<file path="config.mk">
export PLATFORM = sky130hd
export DESIGN_NAME = bsg_tag_packet_tx
export DESIGN_NICKNAME = d
export VERILOG_FILES = /design/src/rtl/bsg_tag_packet_tx.sv
export SDC_FILE = /design/constraint.sdc
export NUM_CORES = 1
export LEC_CHECK = 0
export CORE_MARGIN = 3
export CORE_UTILIZATION = 60
export DETAILED_ROUTE_END_ITERATION = 7
export DONT_BUFFER_PORTS = 1
export PLACE_DENSITY = 0.79
export SYNTH_ARGS = -nofsm -noshare
export SYNTH_HDL_FRONTEND = slang
export SYNTH_SLANG_ARGS = --single-unit
</file>
<file path="constraint.sdc">
create_clock -name clk_i -period 5.1 [get_ports clk_i]
set_input_delay 0.51 -clock clk_i [delete_from_list [all_inputs] [get_ports clk_i]]
set_output_delay 0.51 -clock clk_i [all_outputs]
set_load 0.005 [all_outputs]
</file>
<file path="src/rtl/bsg_tag_packet_tx.sv">
// bsg_tag_packet_tx
// Host-side serializer for the bsg_tag protocol. Takes one parallel command
// per valid/ready handshake and shifts it out one bit per clk_i cycle on
// tag_data_o, framed by tag_en_o. A command is either a normal tag packet
// (header then payload) or the long run of ones that resets the tag master.
// Every command is followed by gap_p zero bits with tag_en_o still high.
// tag_en_o and tag_data_o come straight from flops, so the first bit shows up
// in the cycle after the acceptance edge.

module bsg_tag_packet_tx #(
  parameter int els_p        = 8,
  parameter int lg_width_p   = 4,
  parameter int reset_ones_p = 40,
  parameter int gap_p        = 2,
  localparam int lg_els_lp   = $clog2(els_p),
  localparam int mpw_lp      = (1 << lg_width_p) - 1
) (
  input  logic                  clk_i,
  input  logic                  reset_n_i,
  input  logic                  v_i,
  output logic                  ready_and_o,
  input  logic                  cmd_reset_i,
  input  logic [lg_els_lp-1:0]  node_id_i,
  input  logic                  data_not_reset_i,
  input  logic [lg_width_p-1:0] len_i,
  input  logic [mpw_lp-1:0]     payload_i,
  output logic                  tag_en_o,
  output logic                  tag_data_o,
  output logic                  busy_o
);

  // Header is valid bit + length + data_not_reset + node id.
  localparam int hdr_bits_lp = 2 + lg_width_p + lg_els_lp;

  // Bits still queued behind the one currently on the wire.
  localparam int shift_w_lp = hdr_bits_lp + mpw_lp - 1;

  // The bit counter must hold the longest run spent in any single state.
  localparam int max_a_lp   = (reset_ones_p > hdr_bits_lp) ? reset_ones_p : hdr_bits_lp;
  localparam int max_b_lp   = (mpw_lp > gap_p) ? mpw_lp : gap_p;
  localparam int cnt_max_lp = (max_a_lp > max_b_lp) ? max_a_lp : max_b_lp;
  localparam int cnt_w_lp   = $clog2(cnt_max_lp + 1);

  // The counter holds the number of cycles left in the state after the
  // current one, so each state entry loads (length - 1).
  localparam logic [cnt_w_lp-1:0] cnt_one_lp = cnt_w_lp'(1);
  localparam logic [cnt_w_lp-1:0] cnt_rst_lp = cnt_w_lp'(reset_ones_p - 1);
  localparam logic [cnt_w_lp-1:0] cnt_hdr_lp = cnt_w_lp'(hdr_bits_lp - 1);
  localparam logic [cnt_w_lp-1:0] cnt_gap_lp = cnt_w_lp'(gap_p - 1);

  typedef enum logic [2:0] {
    S_IDLE,
    S_RST,
    S_HDR,
    S_PAY,
    S_GAP
  } state_e;

  state_e                  r_state;
  state_e                  w_next_state;
  logic [cnt_w_lp-1:0]     r_cnt;
  logic [cnt_w_lp-1:0]     w_next_cnt;
  logic [shift_w_lp-1:0]   r_shift;
  logic [shift_w_lp-1:0]   w_next_shift;
  logic [lg_width_p-1:0]   r_len;
  logic [lg_width_p-1:0]   w_next_len;
  logic                    r_ready;
  logic                    w_next_ready;
  logic                    r_tag_en;
  logic                    w_next_en;
  logic                    r_tag_data;
  logic                    w_next_data;
  logic [shift_w_lp:0]     w_load;

  // Whole packet laid out LSB-first in wire order: bit 0 goes out first.
  assign w_load = {payload_i, node_id_i, data_not_reset_i, len_i, 1'b1};

  // Next-state, counter, shifter and next output bit for every state.
  always_comb begin
    w_next_state = r_state;
    w_next_cnt   = r_cnt;
    w_next_shift = r_shift;
    w_next_len   = r_len;
    w_next_en    = 1'b0;
    w_next_data  = 1'b0;

    case (r_state)
      S_IDLE: begin
        if (v_i && r_ready) begin
          w_next_en = 1'b1;
          if (cmd_reset_i) begin
            w_next_state = S_RST;
            w_next_cnt   = cnt_rst_lp;
            w_next_data  = 1'b1;
          end else begin
            w_next_state = S_HDR;
            w_next_cnt   = cnt_hdr_lp;
            w_next_shift = w_load[shift_w_lp:1];
            w_next_len   = len_i;
            w_next_data  = w_load[0];
          end
        end
      end

      S_RST: begin
        w_next_en = 1'b1;
        if (r_cnt == '0) begin
          w_next_state = S_GAP;
          w_next_cnt   = cnt_gap_lp;
        end else begin
          w_next_cnt  = r_cnt - cnt_one_lp;
          w_next_data = 1'b1;
        end
      end

      S_HDR: begin
        w_next_en = 1'b1;
        if (r_cnt == '0) begin
          if (r_len != '0) begin
            w_next_state = S_PAY;
            w_next_cnt   = cnt_w_lp'(r_len) - cnt_one_lp;
            w_next_data  = r_shift[0];
            w_next_shift = r_shift >> 1;
          end else begin
            w_next_state = S_GAP;
            w_next_cnt   = cnt_gap_lp;
          end
        end else begin
          w_next_cnt   = r_cnt - cnt_one_lp;
          w_next_data  = r_shift[0];
          w_next_shift = r_shift >> 1;
        end
      end

      S_PAY: begin
        w_next_en = 1'b1;
        if (r_cnt == '0) begin
          w_next_state = S_GAP;
          w_next_cnt   = cnt_gap_lp;
        end else begin
          w_next_cnt   = r_cnt - cnt_one_lp;
          w_next_data  = r_shift[0];
          w_next_shift = r_shift >> 1;
        end
      end

      S_GAP: begin
        if (r_cnt == '0) begin
          w_next_state = S_IDLE;
        end else begin
          w_next_en  = 1'b1;
          w_next_cnt = r_cnt - cnt_one_lp;
        end
      end

      default: begin
        w_next_state = S_IDLE;
      end
    endcase
  end

  // Ready is registered so it stays low through reset and rises one edge later.
  assign w_next_ready = (w_next_state == S_IDLE);

  // State, datapath and registered outputs; reset discards any in-flight command.
  always_ff @(posedge clk_i or negedge reset_n_i) begin
    if (!reset_n_i) begin
      r_state    <= S_IDLE;
      r_cnt      <= '0;
      r_shift    <= '0;
      r_len      <= '0;
      r_ready    <= 1'b0;
      r_tag_en   <= 1'b0;
      r_tag_data <= 1'b0;
    end else begin
      r_state    <= w_next_state;
      r_cnt      <= w_next_cnt;
      r_shift    <= w_next_shift;
      r_len      <= w_next_len;
      r_ready    <= w_next_ready;
      r_tag_en   <= w_next_en;
      r_tag_data <= w_next_data;
    end
  end

  assign ready_and_o = r_ready;
  assign busy_o      = reset_n_i & ~r_ready;
  assign tag_en_o    = r_tag_en;
  assign tag_data_o  = r_tag_data;

endmodule

</file>
# Word level (Yosys, flattened, before mapping)
# Index checks and enable logic that the tools add are counted.
[totals] regBits=39 input_bits=27 output_inout_bits=4 wordCells=60
[classes] n_addsub=2 eq_ne=9 muxes=27 bitwise_logic=3 reduce_logical=12
[op_table] operator="23-bit two-way mux" n=5
[op_table] operator="23-bit one-hot mux with 3 select lines" n=1
[op_table] operator="6-bit two-way mux" n=6
[op_table] operator="6-bit one-hot mux with 4 select lines" n=1
[op_table] operator="3-bit two-way mux" n=5
[op_table] operator="3-bit one-hot mux with 4 select lines" n=1
[op_table] operator="2-bit != test, second input constant" n=4
[op_table] operator="4-bit nonzero test" n=2
[op_table] operator="3-bit by 2-bit equality test with 1-bit output, second input constant" n=2
[op_table] operator="3-bit logical NOT" n=2
[op_table] operator="6-bit logical NOT" n=1
[op_table] operator="3-bit AND reduction" n=2
[op_table] operator="6-bit by 1-bit subtractor with 6-bit output, second input constant" n=1
[op_table] operator="1-bit two-way mux" n=5
[op_table] operator="5-bit AND reduction" n=1
[op_table] operator="4-bit by 1-bit subtractor with 5-bit output, second input constant" n=1
[op_table] operator="1-bit one-hot mux with 4 select lines" n=1
[op_table] operator="3-bit by 1-bit equality test with 1-bit output, second input constant" n=1
[op_table] operator="3-bit equality test, second input constant" n=1
[op_table] operator="3-bit != test, second input constant" n=1
[op_table] operator="1-bit one-hot mux with 3 select lines" n=1
[op_table] operator="3-bit nonzero test" n=1
[op_table] operator="3-bit OR reduction" n=1
[op_table] operator="2-bit two-way mux" n=1
[op_table] operator="4 further kinds" n=5

# Longest topological paths before layout
# Gate-level depths: netlist of the first run.
[logic_depth] word_depth=5 depth_mapped=8

# Worst setup path before layout of the first run
# OpenSTA, ideal clock, no wires.
[synth_timing] path_kind="register -> register" start="register r_cnt[0]" end="register r_shift[10]" setup_time_ns=0.125 arrival_ns=1.821 required_time_ns=4.975 slack_ns=3.154 stages_incl_launch_ff=9 synth_period_minus_slack_ns=1.946 cell_sequence="dfrtp_1 -> inv_1 -> ha_1 -> nor4b_4 -> o211ai_1 -> a21o_1 -> buf_6 -> buf_6 -> mux2_4"
[synth_via] elab_chain_cells=3
[synth_lines] element="start, declared" line="61" rtl="logic [cnt_w_lp-1:0] r_cnt;"
[synth_lines] element="start signal, assigned" line="177" rtl="r_cnt <= w_next_cnt;"
[synth_lines] element="6-bit logical NOT *" line="118, 137"
[synth_lines] element="3-bit != test (no line) (tied with other cells)"
[synth_lines] element="5-bit AND reduction (no line) / 23-bit one-hot mux with 3 select lines (equally long branches)"
[synth_lines] element="end signal, assigned" line="178" rtl="r_shift <= w_next_shift;"
[synth_lines] element="end, declared" line="63" rtl="logic [shift_w_lp-1:0] r_shift;"
# Every way passes the cells marked *; elsewhere a longest branch is shown, timed or not.
# A chain may end at the register's enable or synchronous reset.

# Final worst setup path of the first run
[layout_timing] start="register r_state[2]" end="register r_shift[1]"
[layout_via] elab_chain_cells=3
[layout_lines] element="start, declared" line="59" rtl="state_e r_state;"
[layout_lines] element="start signal, assigned" line="176" rtl="r_state <= w_next_state;"
[layout_lines] element="3-bit by 2-bit equality test with 1-bit output / 3-bit logical NOT (equally long branches)" line="87" rtl="case (r_state)"
[layout_lines] element="3-bit != test (no line) (tied with other cells)"
[layout_lines] element="5-bit AND reduction (no line)"
# Parallel ways exist; a longest one is shown, timed or not.

==> out/results.tsv, run 1 <==
metric	value	unit
die area	0.00445	mm²
period utilization	0.546	
Reg clk slew, reported paths	0.07	ns
internal power	966	µW
syn nets	247	
H-tree depth	2	
max_cap viols	0	
cell count after synthesis	219	
dominant synthesized flop cell	dfrtp_1	
crit-path max cell delay	0.95	ns
Sw Ratio	0.397	
largest net degree at the start of global routing	40	
DR vias	1564	
Synth area leader	dfrtp_1	
Critical Path AT	2.94	ns
Site Rows	21	
final hold violations	0	
Clk Latency, worst-skew pair	0.28	ns
TritonCTS buffer count	5	
TritonCTS clock tree	yes	
proportion of layout cells with a drive suffix above 1	0.182	
vias per cell	6.02	
Max Slew Vio Count	0	
Setup CP Type	reg -> reg	
Worst-Margin Slew	1.23	ns
antenna violations before repair	0	
shortest period the worst path allows	2.79	ns
Yosys reg bits	39	
RSZ-0062 raised after global routing	false	
initial core utilization	0.643	
DIE WIDTH	66.7	µm
total grt overflow	0	
status	completed	
Final ANT Viol Nets	0	
Final Util	0.667	
clock power share	0.117	
fillers	291	
Required @ worst endpoint	5.26	ns
Initial DRC Count	132	
wire per inst	17.5	µm
Post-synth EDFFs	0	
DRC	0	
Core Area	0.00344	mm²
CTS sink cnt	39	
Cell Area, Synth	0.00221	mm²
area of the multi-input gates	0.00114	mm²
CTS Buffer Depth	2	
worst-path fanout max	24	
Port Buf Inserts	0	
Critical-path top delay cell	a21o_1	
Seq/Total Area, Yosys	0.441	
Post-DP HPWL	3150	µm
Buf+Inv Stages, Crit Path	0	
crit-path cells	or3_4, nor3_4, a21o_1, mux2_1	
Hold Crit Class	in -> async	
NetSw	636	µW
clock skew	0.00704	ns
Finish-stage setup viols	0	
Flop pwr share	0.378	
synth top area cells	dfrtp_1, mux2_4, nand2_1	
vias in the first global route	1555	
IO Pins	31	
DR pass1 iterations	5	
Gate power share	0.505	
Die Span Y	66.7	µm
sequential cell area	976	µm²
share of the synthesized area in the top cell type	0.441	
Root Buffer	clkbuf_8	
Worst Setup Start Kind	flip-flop	
dpl cells	253	
Layout area overhead	3.79	%
leakage power	1.09	nW
Cell variety after synth	50	
Max VDD drop	0.378	mV
Post-Layout Cell Count	260	
synth warn	0	
power density cells	698	mW/mm²
Post-Route WL	4540	µm
Rel. slew slack	0.177	
GRT Util Overall	0.229	
first-pass GRT wire length	7530	µm
Max Clock Freq	0.359	GHz
Mean Syn Cell Area	10.1	µm²
gpl congestion	0.942	
Antenna Cells	0	
setup TNS	0	ns
CP Capture Type	flip-flop	
Final #Nets	243	
async set-reset flop share out of synthesis	1.00	
cell family with most CP delay	compound AO/OA/AOI/OAI gates	
[timing repair]
item / 4_1_cts / 5_1_grt
hold endpoints to repair: 39 / 0
buffers inserted: 0 / 0
resized for setup: 0 / 0
hold buffers: 1 / 0
[logic make-up after synthesis]
family	share of synthesized area
xor gates and xnor gates	0.00396
and+or+nand+nor	0.220
AOI/OAI and AO/OA	0.124
buffers and inverters	0.0418
DFF	0.441
adders and majority gates	0.00565
muxes	0.163
[path summary, 6_finish.rpt]
| path | end | slack, ns | cells after the start | from |
|---|---|---|---|---|
| min in group clk_i | r_shift[22]$_DFFE_PN0P_ | 0.38 | 2 | payload_i[14] |
| worst min register to register | r_shift[21]$_DFFE_PN0P_ | 0.50 | 1 | r_shift[21]$_DFFE_PN0P_ |
| worst min-delay path | r_shift[4]$_DFFE_PN0P_ | 0.06 | 1 | reset_n_i |
| worst max-delay path | r_shift[1]$_DFFE_PN0P_ | 2.31 | 4 | r_state[2]$_DFF_PN0_ |
| worst max register to register | r_shift[1]$_DFFE_PN0P_ | 2.31 | 4 | r_state[2]$_DFF_PN0_ |
| max in group asynchronous | r_state[1]$_DFF_PN0_ | 4.85 | 1 | reset_n_i |
[metrics by stage]
stage / total power, mW / hold WS (ns) / instance area, µm² / setup WS (ns)
2_1_floorplan: 1.28 / 0.214 / 2210 / 3.15
3_3_place_gp: 1.35 / 0.215 / 2200 / 2.45
3_5_place_dp: 1.41 / 0.215 / 2200 / 2.30
4_1_cts: 1.61 / 0.0626 / 2300 / 2.30
5_1_grt: 1.72 / 0.0667 / 2300 / 2.20
6_report: 1.60 / 0.0592 / 2300 / 2.31
[synthesized netlist by cell type, types with 3 or more instances]
master    number
mux2_4        18
nor3_1         3
nand2_1       68
mux2_1         4
a21oi_1        8
a21o_1         4
clkbuf_1       7
o21ai_0        3
nor2_1         7
buf_6          3
inv_1          5
mux2_2         4
dfrtp_1       39
[power groups by stage]
stage | Combinational [mW] | Clock [mW] | Sequential [mW]
2_1_floorplan | 0.742 | 0 | 0.539
3_3_place_gp | 0.759 | 0 | 0.591
3_5_place_dp | 0.803 | 0 | 0.606
4_1_cts | 0.815 | 0.192 | 0.602
5_1_grt | 0.892 | 0.205 | 0.624
6_report | 0.809 | 0.188 | 0.605
[flip-flops by register name, indices dropped and copies added, names as in the netlist]
register     cells
ready_and_o      1
tag_en_o         1
r_cnt            6
tag_data_o       1
r_state          3
r_shift         23
r_len            4
[layout by cell type, fill, tap and decap left out, drive strengths merged, types with 4 or more instances in the layout]
cell type / Yosys / layout
a21o: 4 / 4
a21oi: 8 / 8
clkbuf: 7 / 6
dfrtp: 39 / 39
inv: 5 / 5
mux2: 26 / 26
nand2: 68 / 68
nor2: 7 / 7
nor3: 4 / 4
o21ai: 5 / 5
[layer usage]
layer / vias to the layer above / part of all wire / track usage
met5: - / 0 / 0
met3: 9 / 0.065 / 0.0691
met2: 51 / 0.46 / 0.353
li1: 749 / - / -
met1: 755 / 0.45 / 0.297
met4: 0 / 0.024 / 0.0990
[area by class of cell]
type | instances | share of cell area
multi-input combinational | 162 | 0.498
sequential | 39 | 0.425
clock buffer | 6 | 0.0316
tap | 46 | 0.0251
timing repair buffer | 2 | 0.0120
inverter | 5 | 0.00817
Note: power is estimated with default switching activity, not from simulation.
==> run 2: changes to the inputs <==
==> constraint.sdc (replaced) <==
create_clock -name clk_i -period 2.9 [get_ports clk_i]
set_input_delay 0.29 -clock clk_i [delete_from_list [all_inputs] [get_ports clk_i]]
set_output_delay 0.29 -clock clk_i [all_outputs]
set_load 0.005 [all_outputs]
==> run 2 against run 1 <==
Net effect: non-clock buffer count up 5; total power up 85%; first-iteration DRC count up 13%; highest routed layer unchanged; sequential share of layout area down 1.4 points; setup slack worse by 2.0 ns; utilization up 2.3 points; global-route usage up 1.3 points; flip-flop and latch count unchanged.
==> out/results.tsv, run 2 (synthesis gave the netlist of run 1 again) <==
metric	value	unit	change
status	completed		
Setup CP Type	reg -> reg		
Critical-path top delay cell	dfrtp_1		
Sw Ratio	0.390		-0.00673
commonest non-fill, non-tap cell in the layout	nand2_1		
Root Buffer	clkbuf_8		
cell family with most CP delay	simple AND/OR/NAND/NOR gates		
Die Span Y	66.7	µm	unchanged
setup TNS	0	ns	unchanged
IO Pins	31		unchanged
internal power	1.81	mW	+87%
DR vias	1606		+2.7%
Clk Latency, worst-skew pair	0.30	ns	+0.02 ns
Hold Buf Count CTS	2		+1
H-tree depth	2		unchanged
worst-path fanout max	14		-42%
crit-path max cell delay	0.50	ns	-0.45 ns
max FFs per register	23		unchanged
Final #Nets	248		+2.1%
Core Area	0.00344	mm²	unchanged
vias in the first global route	1585		+1.9%
Post-Route WL	4650	µm	+2.3%
Post-DP HPWL	3270	µm	+3.8%
Worst-Margin Slew	0.544	ns	-0.691 ns
gpl congestion	0.957		+1.6%
Rel. slew slack	0.634		+0.457
Antenna Cells	0		unchanged
shortest period the worst path allows	2.54	ns	-0.249 ns
Placement Cell Area	0.00223	mm²	+1.4%
GRT Util Overall	0.242		+0.0128
Final ANT Viol Nets	0		unchanged
period utilization	0.875		+0.329
fillers	275		-5.5%
DR pass1 iterations	4		-1
max_cap viols	0		unchanged
Reg clk slew, reported paths	0.08	ns	about the same
Post-CTS Setup Inserts	0		unchanged
post-CTS sizing	0		unchanged
Largest regs	r_shift x23, r_cnt x6, r_len x4		
Worst Setup Start Kind	flip-flop		
antenna violations before repair	0		unchanged
clock power share	0.154		+0.037
power density cells	1250	mW/mm²	+79%
wire per inst	17.4	µm	-0.37%
commonest cells after routing, fill and taps aside	nand2_1, dfrtp_1, mux2_4		
CP Capture Type	flip-flop		
NetSw	1.16	mW	+82%
final instance area	0.00238	mm²	+3.5%
largest net degree at the start of global routing	40		unchanged
Required @ worst endpoint	3.08	ns	-2.18 ns
leakage power	1.14	nW	+4.1%
Site Rows	21		unchanged
hold slack	0.128	ns	+0.0692 ns
crit-path cells	or3_4, nor3_4, a21o_1, buf_4, mux2_1		
TritonCTS clock tree	yes		
R2R Setup Slk	0.36	ns	-1.95 ns
vias per cell	6.01		about the same
CTS Buffer Depth	2		unchanged
RSZ-0062 raised after global routing	false		
clock skew	0.0138	ns	+0.00677 ns
Critical Path AT	2.72	ns	-0.22 ns
total grt overflow	0		unchanged
TritonCTS buffer count	5		unchanged
initial core utilization	0.643		unchanged
Finish-stage setup viols	0		unchanged
proportion of layout cells with a drive suffix above 1	0.208		+0.0259
Layout area overhead	7.41	%	
Port Buf Inserts	0		unchanged
Max VDD drop	0.659	mV	+74%
Flop pwr share	0.349		-0.029
Max Slew Vio Count	0		unchanged
die area	0.00445	mm²	unchanged
Hold Crit Class	in -> reg		
Initial DRC Count	149		+13%
Reg with most FFs	r_shift		
DRC	0		unchanged
Gate power share	0.498		-0.007
DIE WIDTH	66.7	µm	unchanged
CTS sink cnt	39		unchanged
first-pass GRT wire length	7860	µm	+4.4%
Max Clock Freq	0.394	GHz	+9.8%
Buf+Inv Stages, Crit Path	1		+1
Design Power	2.97	mW	+85%
final hold violations	0		unchanged
## run 2: cell count changes in the layout (fill, tap and decap cells not counted), sizes merged
cell | previous run | this run
bufinv | 0 | 1
clkinv | 0 | 2
buf | 2 | 6
dlygate4sd3 | 0 | 1
clkbuf | 6 | 5
## run 2: final timing paths
| path | start | endpoint | cells past startpoint |
|---|---|---|---|
| max | r_state[1]$_DFF_PN0_ | r_shift[2]$_DFFE_PN0P_ | 5 |
| min | payload_i[14] | r_shift[22]$_DFFE_PN0P_ | 2 |
| max reg2reg | r_state[1]$_DFF_PN0_ | r_shift[2]$_DFFE_PN0P_ | 5 |
| min reg2reg | r_shift[21]$_DFFE_PN0P_ | r_shift[21]$_DFFE_PN0P_ | 1 |
| max in group asynchronous | reset_n_i | ready_and_o$_DFF_PN0_ | 2 |
| min in group asynchronous | reset_n_i | r_shift[13]$_DFFE_PN0P_ | 2 |
## run 2: final cells by class
type / count / area (µm²) / area share
multi-input cells: 162 / 1140 / 0.482
flip-flops and latches: 39 / 976 / 0.411
clock buffers: 5 / 68.8 / 0.0289
repair buffers: 7 / 67.6 / 0.0284
well taps: 46 / 57.6 / 0.0242
clock inverters: 3 / 43.8 / 0.0184
inverters: 5 / 18.8 / 0.00789
## run 2: metal layers
metal / global-route usage / vias up / part of all wire
li1: - / 760 / -
met1: 0.344 / 796 / 0.44
met2: 0.342 / 41 / 0.47
met3: 0.0742 / 9 / 0.075
met4: 0.0939 / 0 / 0.018
met5: 0 / - / 0
## run 2: through the flow
step / setup WS (ns) / cells / utilization
3_3_place_gp: 0.456 / 257 / 0.649
6_report: 0.363 / 267 / 0.691
2_1_floorplan: 0.954 / 219 / -
5_1_grt: 0.206 / 267 / 0.691
3_5_place_dp: 0.351 / 257 / 0.649
4_1_cts: 0.351 / 267 / 0.691
## run 2: power groups by stage
stage | clock [mW] | combinational, mW | sequential (mW)
4_1_cts | 0.465 | 1.48 | 1.03
3_5_place_dp | 0 | 1.46 | 1.04
3_3_place_gp | 0 | 1.39 | 1.02
2_1_floorplan | 0 | 1.30 | 0.948
5_1_grt | 0.490 | 1.63 | 1.07
6_report | 0.456 | 1.48 | 1.04
==> run 3: changes to the inputs <==
--- a/config.mk
+++ b/config.mk
@@ -9,6 +9,7 @@
 export CORE_UTILIZATION = 60
 export DETAILED_ROUTE_END_ITERATION = 7
 export DONT_BUFFER_PORTS = 1
+export MAX_ROUTING_LAYER = met4
 export PLACE_DENSITY = 0.79
 export SYNTH_ARGS = -nofsm -noshare
 export SYNTH_HDL_FRONTEND = slang
==> run 3 against run 2 <==
Net effect: clock power is 16% higher; combinational power down 3%; first-iteration DRC count is 13% higher; flip-flop and latch count unchanged; total power increased by 1.6%; wire length is 5.6% lower; sequential power hardly changed; setup slack gained 0.37 ns; sequential share of layout area down 0.21 points; via count decreased by 1.3%; largest cell class unchanged.
==> out/results.tsv, run 3 (synthesis gave the netlist of run 1 again) <==
metric	value	unit	change
NetSw	1.12	mW	-3.4%
vias in the first global route	1504		-5.1%
final hold violations	0		unchanged
CTS sink cnt	39		unchanged
largest net degree at the start of global routing	40		unchanged
status	completed		
gpl congestion	0.956		-0.13%
Hold Crit Class	in -> reg		
commonest cells after routing, fill and taps aside	nand2_1, dfrtp_1, mux2_4		
RSZ-0062 raised after global routing	false		
Port Buf Inserts	0		unchanged
Sw Ratio	0.371		-0.0191
die area	0.00445	mm²	unchanged
power density cells	1260	mW/mm²	+1.0%
DR vias	1585		-1.3%
Reg clk slew, reported paths	0.07	ns	about the same
DP Worst Slack	0.736	ns	+0.385 ns
Clk Latency, worst-skew pair	0.29	ns	about the same
initial core utilization	0.643		unchanged
internal power	1.90	mW	+4.7%
Max VDD drop	0.740	mV	+12%
GRT Util Overall	0.239		-0.00279
Reg with most FFs	r_shift		
DR pass1 iterations	4		unchanged
Flop pwr share	0.350		about the same
Antenna Cells	0		unchanged
Post-Layout Cell Count	266		-0.37%
Largest regs	r_shift x23, r_cnt x6, r_len x4		
IO Pins	31		unchanged
max_cap viols	0		unchanged
Final ANT Viol Nets	0		unchanged
Worst Setup Start Kind	flip-flop		
fillers	258		-6.2%
vias per cell	5.96		-0.94%
Max Slew Vio Count	0		unchanged
final worst setup slack	0.728	ns	+0.365 ns
setup TNS	0	ns	unchanged
post-CTS sizing	0		unchanged
proportion of layout cells with a drive suffix above 1	0.200		-0.00814
Setup CP Type	reg -> reg		
worst-path fanout max	16		+2
DRC	0		unchanged
dpl cells	256		-0.39%
max FFs per register	23		unchanged
final instance area	0.00239	mm²	+0.53%
Layout area overhead	7.97	%	
commonest non-fill, non-tap cell in the layout	nand2_1		
Root Buffer	clkbuf_8		
Worst-Margin Slew	0.510	ns	-0.0334 ns
CTS Buffer Depth	2		unchanged
Required @ worst endpoint	3.08	ns	about the same
first-pass GRT wire length	7630	µm	-2.9%
Rel. slew slack	0.660		+0.0261
Final Util	0.694		+0.00364
wire per inst	16.5	µm	-5.2%
Die Span Y	66.7	µm	unchanged
TritonCTS clock tree	yes		
DIE WIDTH	66.7	µm	unchanged
Gate power share	0.475		-0.023
sequential cell area	976	µm²	unchanged
Max Clock Freq	0.460	GHz	+17%
Final #Nets	247		-0.40%
Post-Route WL	4390	µm	-5.6%
TritonCTS buffer count	5		unchanged
hold slack	0.150	ns	+0.0217 ns
total grt overflow	0		unchanged
Finish-stage setup viols	0		unchanged
H-tree depth	2		unchanged
CP Capture Type	flip-flop		
Post-DP HPWL	3080	µm	-5.8%
antenna violations before repair	0		unchanged
period utilization	0.749		-0.126
Site Rows	21		unchanged
leakage power	1.14	nW	+0.16%
clock power share	0.175		+0.021
Initial DRC Count	168		+13%
Critical Path AT	2.35	ns	-0.37 ns
Post-CTS Setup Inserts	0		unchanged
shortest period the worst path allows	2.17	ns	-0.365 ns
Design Power	3.02	mW	+1.6%
clock skew	0.00957	ns	-0.00424 ns
area of the multi-input gates	0.00114	mm²	unchanged
Core Area	0.00344	mm²	unchanged
Placement Cell Area	0.00223	mm²	-0.34%
[run 3: cell count changes in the layout (fill, tap and decap cells not counted)]
cell	delta
bufinv_16	+1
clkbuf_1	+1
clkinv_4	-1
clkinv_2	-1
buf_4	-1
[run 3: final cells by class]
class,count,area share
inverters,5,0.00785
flip-flops and latches,39,0.408
repair buffers,6,0.0251
clock inverters,2,0.0251
well taps,46,0.0241
multi-input cells,162,0.479
clock buffers,6,0.0304
[run 3: final timing paths]
kind                                        start                     end  slack (ns)  cells after the start
setup / recovery             r_state[2]$_DFF_PN0_  r_shift[0]$_DFFE_PN0P_        0.73                      5
hold / removal                           len_i[3]    r_len[3]$_DFFE_PN0P_        0.15                      1
setup reg to reg             r_state[2]$_DFF_PN0_  r_shift[0]$_DFFE_PN0P_        0.73                      5
hold reg to reg            r_shift[1]$_DFFE_PN0P_  r_shift[1]$_DFFE_PN0P_        0.49                      1
max in group asynchronous               reset_n_i    r_cnt[3]$_DFFE_PN0P_        2.26                      2
min in group asynchronous               reset_n_i  r_shift[7]$_DFFE_PN0P_        0.44                      2
[run 3: critical path, stage by stage, from the launching register on]
cell,delay [ns]
dfrtp_1,0.56
or3_4,0.49
nor3_4,0.25
a21o_1,0.14
buf_4,0.26
mux2_1,0.35
[run 3: timing repair]
item | 4_1_cts | 5_1_grt
hold endpoints to repair | 39 | 0
endpoints found under the setup margin | 0 | 0
hold buffers | 2 | 0
[run 3: per-layer routing]
layer	track usage	wire [µm]	vias up
li1	-	-	762
met1	0.328	1960	763
met2	0.343	2040	53
met3	0.0624	311	7
met4	0.0838	79	0
met5	-	0	-
[run 3: power by group through the flow]
stage,combinational (mW),sequential (mW),clock [mW]
final,1.43,1.06,0.527
after global routing,1.59,1.10,0.564
after CTS,1.44,1.05,0.540
after detailed placement,1.42,1.06,0
after global placement,1.36,1.04,0
after floorplan,1.30,0.948,0
